## src/rtl/alu_seq_pkg.sv

```systemverilog
// alu_seq_pkg: opcode and state types plus width limits for alu_seq_core
package alu_seq_pkg;
  localparam int WIDTH_MIN = 2;
  localparam int WIDTH_MAX = 16;
  typedef enum logic [2:0] {
    OP_ADD = 3'd0,
    OP_SUB = 3'd1,
    OP_AND = 3'd2,
    OP_OR  = 3'd3,
    OP_XOR = 3'd4,
    OP_MUL = 3'd5,
    OP_ACC = 3'd6,
    OP_CLR = 3'd7
  } alu_op_e;
  typedef enum logic {ST_IDLE, ST_MUL} alu_state_e;
endpackage

```

## src/rtl/alu_mul_seq.sv

```systemverilog
// alu_mul_seq: WIDTH-cycle shift-add unsigned multiplier with start/done
module alu_mul_seq
  import alu_seq_pkg::*;
#(
  parameter int WIDTH = 4
) (
  input  logic               clk,
  input  logic               rst,
  input  logic               start,
  input  logic [WIDTH-1:0]   a,
  input  logic [WIDTH-1:0]   b,
  output logic               done,
  output logic [2*WIDTH-1:0] product
);
  localparam int W2 = 2 * WIDTH;
  localparam int CW = $clog2(WIDTH);
  logic             busy;
  logic [CW-1:0]    step;
  logic [W2-1:0]    mcand;
  logic [W2-1:0]    part;
  logic [WIDTH-1:0] mplier;
  assign product = part + (mplier[0] ? mcand : '0);
  assign done    = busy && step == CW'(WIDTH - 1);
  always_ff @(posedge clk or posedge rst) begin
    if (rst) begin
      busy   <= 1'b0;
      step   <= '0;
      mcand  <= '0;
      mplier <= '0;
      part   <= '0;
    end else if (start) begin
      busy   <= 1'b1;
      step   <= '0;
      mcand  <= W2'(a);
      mplier <= b;
      part   <= '0;
    end else if (busy) begin
      part   <= product;
      mcand  <= mcand << 1;
      mplier <= mplier >> 1;
      step   <= done ? '0 : step + 1'b1;
      busy   <= !done;
    end
  end
endmodule

```

## src/rtl/alu_seq_core.sv

```systemverilog
// alu_seq_core: handshaked ALU with accumulator, sequential multiply and one-deep output register
module alu_seq_core
  import alu_seq_pkg::*;
#(
  parameter int WIDTH = 4
) (
  input  logic               clk,
  input  logic               rst,
  input  logic               in_valid,
  output logic               in_ready,
  input  logic [2:0]         op,
  input  logic [WIDTH-1:0]   a,
  input  logic [WIDTH-1:0]   b,
  output logic               out_valid,
  input  logic               out_ready,
  output logic [2*WIDTH-1:0] result,
  output logic               carry,
  output logic               zero
);
  localparam int W2 = 2 * WIDTH;
  alu_state_e    state;
  alu_op_e       op_e;
  logic [W2-1:0] acc;
  logic [WIDTH:0] add_s;
  logic [WIDTH:0] sub_s;
  logic [W2:0]   acc_s;
  logic [W2-1:0] res_c;
  logic          cy_c;
  logic [W2-1:0] mul_p;
  logic [W2-1:0] ld_res;
  logic          ld_cy;
  logic          accept;
  logic          mul_start;
  logic          mul_done;
  logic          load;
  assign op_e      = alu_op_e'(op);
  assign in_ready  = state == ST_IDLE && (!out_valid || out_ready) && !rst;
  assign accept    = in_valid && in_ready;
  assign mul_start = accept && op_e == OP_MUL;
  assign load      = (accept && op_e != OP_MUL) || mul_done;
  assign ld_res    = mul_done ? mul_p : res_c;
  assign ld_cy     = mul_done ? 1'b0 : cy_c;
  always_comb begin
    add_s = {1'b0, a} + {1'b0, b};
    sub_s = {1'b0, a} - {1'b0, b};
    acc_s = {1'b0, acc} + (W2 + 1)'(a);
    res_c = op_e == OP_ADD ? W2'(add_s) :
            op_e == OP_SUB ? W2'(sub_s[WIDTH-1:0]) :
            op_e == OP_AND ? W2'(a & b) :
            op_e == OP_OR  ? W2'(a | b) :
            op_e == OP_XOR ? W2'(a ^ b) :
            op_e == OP_ACC ? acc_s[W2-1:0] : '0;
    cy_c  = op_e == OP_ADD ? add_s[WIDTH] :
            op_e == OP_SUB ? sub_s[WIDTH] :
            op_e == OP_ACC ? acc_s[W2] : 1'b0;
  end
  alu_mul_seq #(.WIDTH(WIDTH)) u_mul (
    .clk     (clk),
    .rst     (rst),
    .start   (mul_start),
    .a       (a),
    .b       (b),
    .done    (mul_done),
    .product (mul_p)
  );
  always_ff @(posedge clk or posedge rst) begin
    if (rst) begin
      state     <= ST_IDLE;
      acc       <= '0;
      out_valid <= 1'b0;
      result    <= '0;
      carry     <= 1'b0;
      zero      <= 1'b0;
    end else begin
      state <= state == ST_IDLE ? (mul_start ? ST_MUL : ST_IDLE) : (mul_done ? ST_IDLE : ST_MUL);
      if (accept && op_e == OP_ACC) acc <= acc_s[W2-1:0];
      else if (accept && op_e == OP_CLR) acc <= '0;
      if (load) begin
        out_valid <= 1'b1;
        result    <= ld_res;
        carry     <= ld_cy;
        zero      <= ld_res == '0;
      end else if (out_ready) begin
        out_valid <= 1'b0;
      end
    end
  end
endmodule
```

## config.mk

```make
export PLATFORM = sky130hd
export DESIGN_NAME = alu_seq_core
export DESIGN_NICKNAME = d
export VERILOG_FILES = /design/src/rtl/alu_seq_pkg.sv /design/src/rtl/alu_mul_seq.sv /design/src/rtl/alu_seq_core.sv
export SDC_FILE = /design/constraint.sdc
export NUM_CORES = 1
export LEC_CHECK = 0
export BUFFER_PORTS_ARGS = -buffer_cell sky130_fd_sc_hd__buf_4
export CAP_MARGIN = 25
export CORE_UTILIZATION = 48
export CTS_CLUSTER_SIZE = 40
export DETAILED_ROUTE_END_ITERATION = 16
export PLACE_DENSITY = 0.66
export SYNTH_ARGS = -nofsm -noshare
export SYNTH_HDL_FRONTEND = slang
export SYNTH_HIERARCHICAL = 1
export SYNTH_SLANG_ARGS = --single-unit
```

## constraint.sdc

```tcl
create_clock -name clk -period 3.6 [get_ports clk]
set_clock_uncertainty 0.2 [all_clocks]
set_input_delay 0.54 -clock clk [delete_from_list [all_inputs] [get_ports clk]]
set_output_delay 0.54 -clock clk [all_outputs]
set_load 0.1 [all_outputs]
```

==> impl_results.md <==
- DR iter-0 viols: 136
- FF-to-FF Start: u_mul/mplier[0]$_DFFE_PP0P_
- I/O Buffers: 26
- RSZ-0062 raised after global routing: false
- Slew Limit Headroom: 41.3%
- Sequential element share of the synthesized area: 33.1%
- Synthesis-stage register bit count: 43
- Final Hold Vio Count: 0
- Overall die area: 7110 um^2
- DR vias/cell: 5.69
- Reg2reg setup slack: 310 ps
- Clock tree from TritonCTS: done
- Critical path class: flip-flop to flip-flop
- Initial Util: 50.3%
- Post-synth EDFFs: 0
- CTS Buf Count: 5
- Dpl cells: 438
- Root Buffer: clkbuf_8
- Largest net degree at the start of global routing: 30
- # DRC: 3
- Clk slew on worst S/H paths: 90 ps
- Tmin final: 3290 ps
- Worst-margin pin slew: 880 ps
- Vias in the first global route: 2523
- First-pass GRT wire length: 12100 um
- Crit end category: flip-flop
- Die height: 84.3 um
- Clk_lat worst skew: 300 ps
- Num rows: 29
- Synth cell types: 63
- Final Cycle Share: 91.5%
- Syn Nets: 389
- Mapped cell area: 3250 um^2
- Gr usage total: 21.2%
- Yosys warnings: 6
- Fmax: 304 MHz
- Failing checks: design-rule violations
- Crit Reg-Reg Endpoint: zero$_DFFE_PP0P_
- Antenna fix cells: 0
- DR WL/cell: 15.5 um
- Drt first pass iters: 10
- # hold bufs at CTS: 0
- Depth of the CTS H-tree: 2
- Slew Limit Fails: 0
- RePlAce Congestion: 0.833
- Initial antenna violation count: 0
- Main synth FF type: dfrtp_1
- DRT Wirelength: 6890 um
- Ys async rst share: 100%
- Slowest CP cell: dfrtp_1
- Cells after synthesis: 346
- Startpoint Class: flip-flop
- Setup TNS: 0 ps
- Core Util, Final: 55.3%
- Hold Crit Class: input pin to async pin
- Via Count: 2534
- Routed Antenna Nets: 0
- Core outline area: 6460 um^2
- LEAKAGE: 1.66 nW
- Critical path data arrival time: 3290 ps
- P&R area growth vs syn: 9.93%
- PwrDens: 663 nW/um^2
- CTS resizes: 0
- Grt total ovfl: 0
- Layout cells sized above 1: 16.0%
- Final std cells w/o fill: 445
- Postcts setup bufs: 0
- Req. time, crit path: 3600 ps
- I/O pins: 27
- Syn avg cell area: 9.40 um^2
- CTS Sinks: 43
- Critical path, cell by cell: and2_1 -> ha_1 -> fa_1 -> a21o_2 -> a21oi_1 -> o21ai_1 -> nor2_1 -> xnor2_1 -> nor3_1 -> a31oi_1 -> a2111o_1 -> o41ai_2
- Max Cap Violations: 0
- Worst Reg-to-Reg Cells: 12
- PnR Total Power: 2.37 mW
- # setup viols final: 0
- Outcome: finished, violations left
- Maximum vdd drop: 0.182 mV
- Crit path largest cell delay: 460 ps
- Die width: 84.3 um
- Hpwl dp: 5270 um
- Maximum clock path buffer count: 2
- CP max FO: 10
- Final net count: 411
==> layout by cell type, fill, tap and decap left out, drive strengths merged, types with 11 or more instances in the layout <==
master  count
and2       11
mux2i      19
nand2b     11
nand2      27
o21ai      27
nor2       30
dfrtp      43
a21oi      17
xnor2      11
ha         24
buf        29
inv        21
==> logic make-up (layout without fill, tap and decap cells) <==
group / after synthesis / after routing / synth area share [%]
AOI/OAI and AO/OA: 82 / 82 / 17.0
xor gates and xnor gates: 14 / 14 / 3.77
adders and majority gates: 28 / 28 / 11.7
buffers and inverters: 35 / 57 / 5.50
DFF: 43 / 43 / 33.1
muxes: 27 / 27 / 8.62
and+or+nand+nor: 117 / 117 / 20.3
==> cell type report <==
cell class                 count  area (um^2)
fill                         599         2880
multi-input combinational    268         2000
sequential                    43         1080
timing repair buffer          29          218
tap                           77         96.3
inverter                      21         78.8
clock buffer                   5         68.8
clock inverter                 2         37.5
==> state kept, by name, indices dropped and copies added (netlist names) <==
name,flops
out_valid,1
u_mul/mcand,8
u_mul/busy,1
state,1
u_mul/part,8
zero,1
u_mul/mplier,4
u_mul/step,2
carry,1
acc,8
result,8
==> critical path, delay by kind of cell, from the launching register on <==
| family | cells | cell delay, ps |
|---|---|---|
| AOI/OAI and AO/OA | 6 | 1290 |
| adders and majority gates | 2 | 640 |
| and+or+nand+nor | 3 | 520 |
| DFF | 1 | 460 |
| xor gates and xnor gates | 1 | 100 |
==> report_power, final <==
group	switching [mW]	internal, mW	leakage, nW
Sequential	0.114	0.648	0.565
Combinational	0.816	0.418	1.05
Clock	0.171	0.203	0.0502
==> metrics by stage <==
stage	setup slack, ps	area, um^2	hold WS (ps)
global placement	409	3470	273
detailed placement	347	3470	279
CTS	310	3570	243
floorplan	586	3250	253
finish	306	3570	230
global route	144	3570	297
==> worst max-delay path by stage <==
stage	startpoint	to	slack, ps	cells after the start
floorplan	u_mul/mplier[0]$_DFFE_PP0P_	zero$_DFFE_PP0P_	590	12
detailed placement	u_mul/mplier[0]$_DFFE_PP0P_	zero$_DFFE_PP0P_	350	12
finish	u_mul/mplier[0]$_DFFE_PP0P_	zero$_DFFE_PP0P_	310	12
global placement	u_mul/mplier[0]$_DFFE_PP0P_	zero$_DFFE_PP0P_	410	12
CTS	u_mul/mplier[0]$_DFFE_PP0P_	zero$_DFFE_PP0P_	310	12
global route	u_mul/mplier[0]$_DFFE_PP0P_	zero$_DFFE_PP0P_	140	12
==> layer usage <==
metal  global-route usage [%]  part of all wire (%)  vias up
li1                         -                     -     1266
met1                     30.2                    50     1200
met2                     33.7                    45       59
met3                     2.26                   3.3        9
met4                     7.52                   1.8        0
met5                        0                     0        -
==> Yosys cell counts, drive strengths merged, types with 3 or more instances <==
master	instances	area (um^2)
a211oi	4	35.0
a21o	4	31.3
a21oi	17	88.8
a22o	6	52.6
and2	11	68.8
buf	12	92.6
dfrtp	43	1080
fa	4	80.1
ha	24	300
inv	21	78.8
mux2	8	90.1
mux2i	19	190
nand2	27	104
nand2b	11	68.8
nand3	7	35.0
nand3b	4	42.5
nand4	3	33.8
nor2	30	115
nor2b	4	25.0
nor3	4	20.0
nor3b	4	30.0
o211ai	3	22.5
o21ai	27	143
o31ai	3	22.5
xnor2	11	96.3
xor2	3	26.3
No activity file was read; power rests on OpenSTA's default activity.
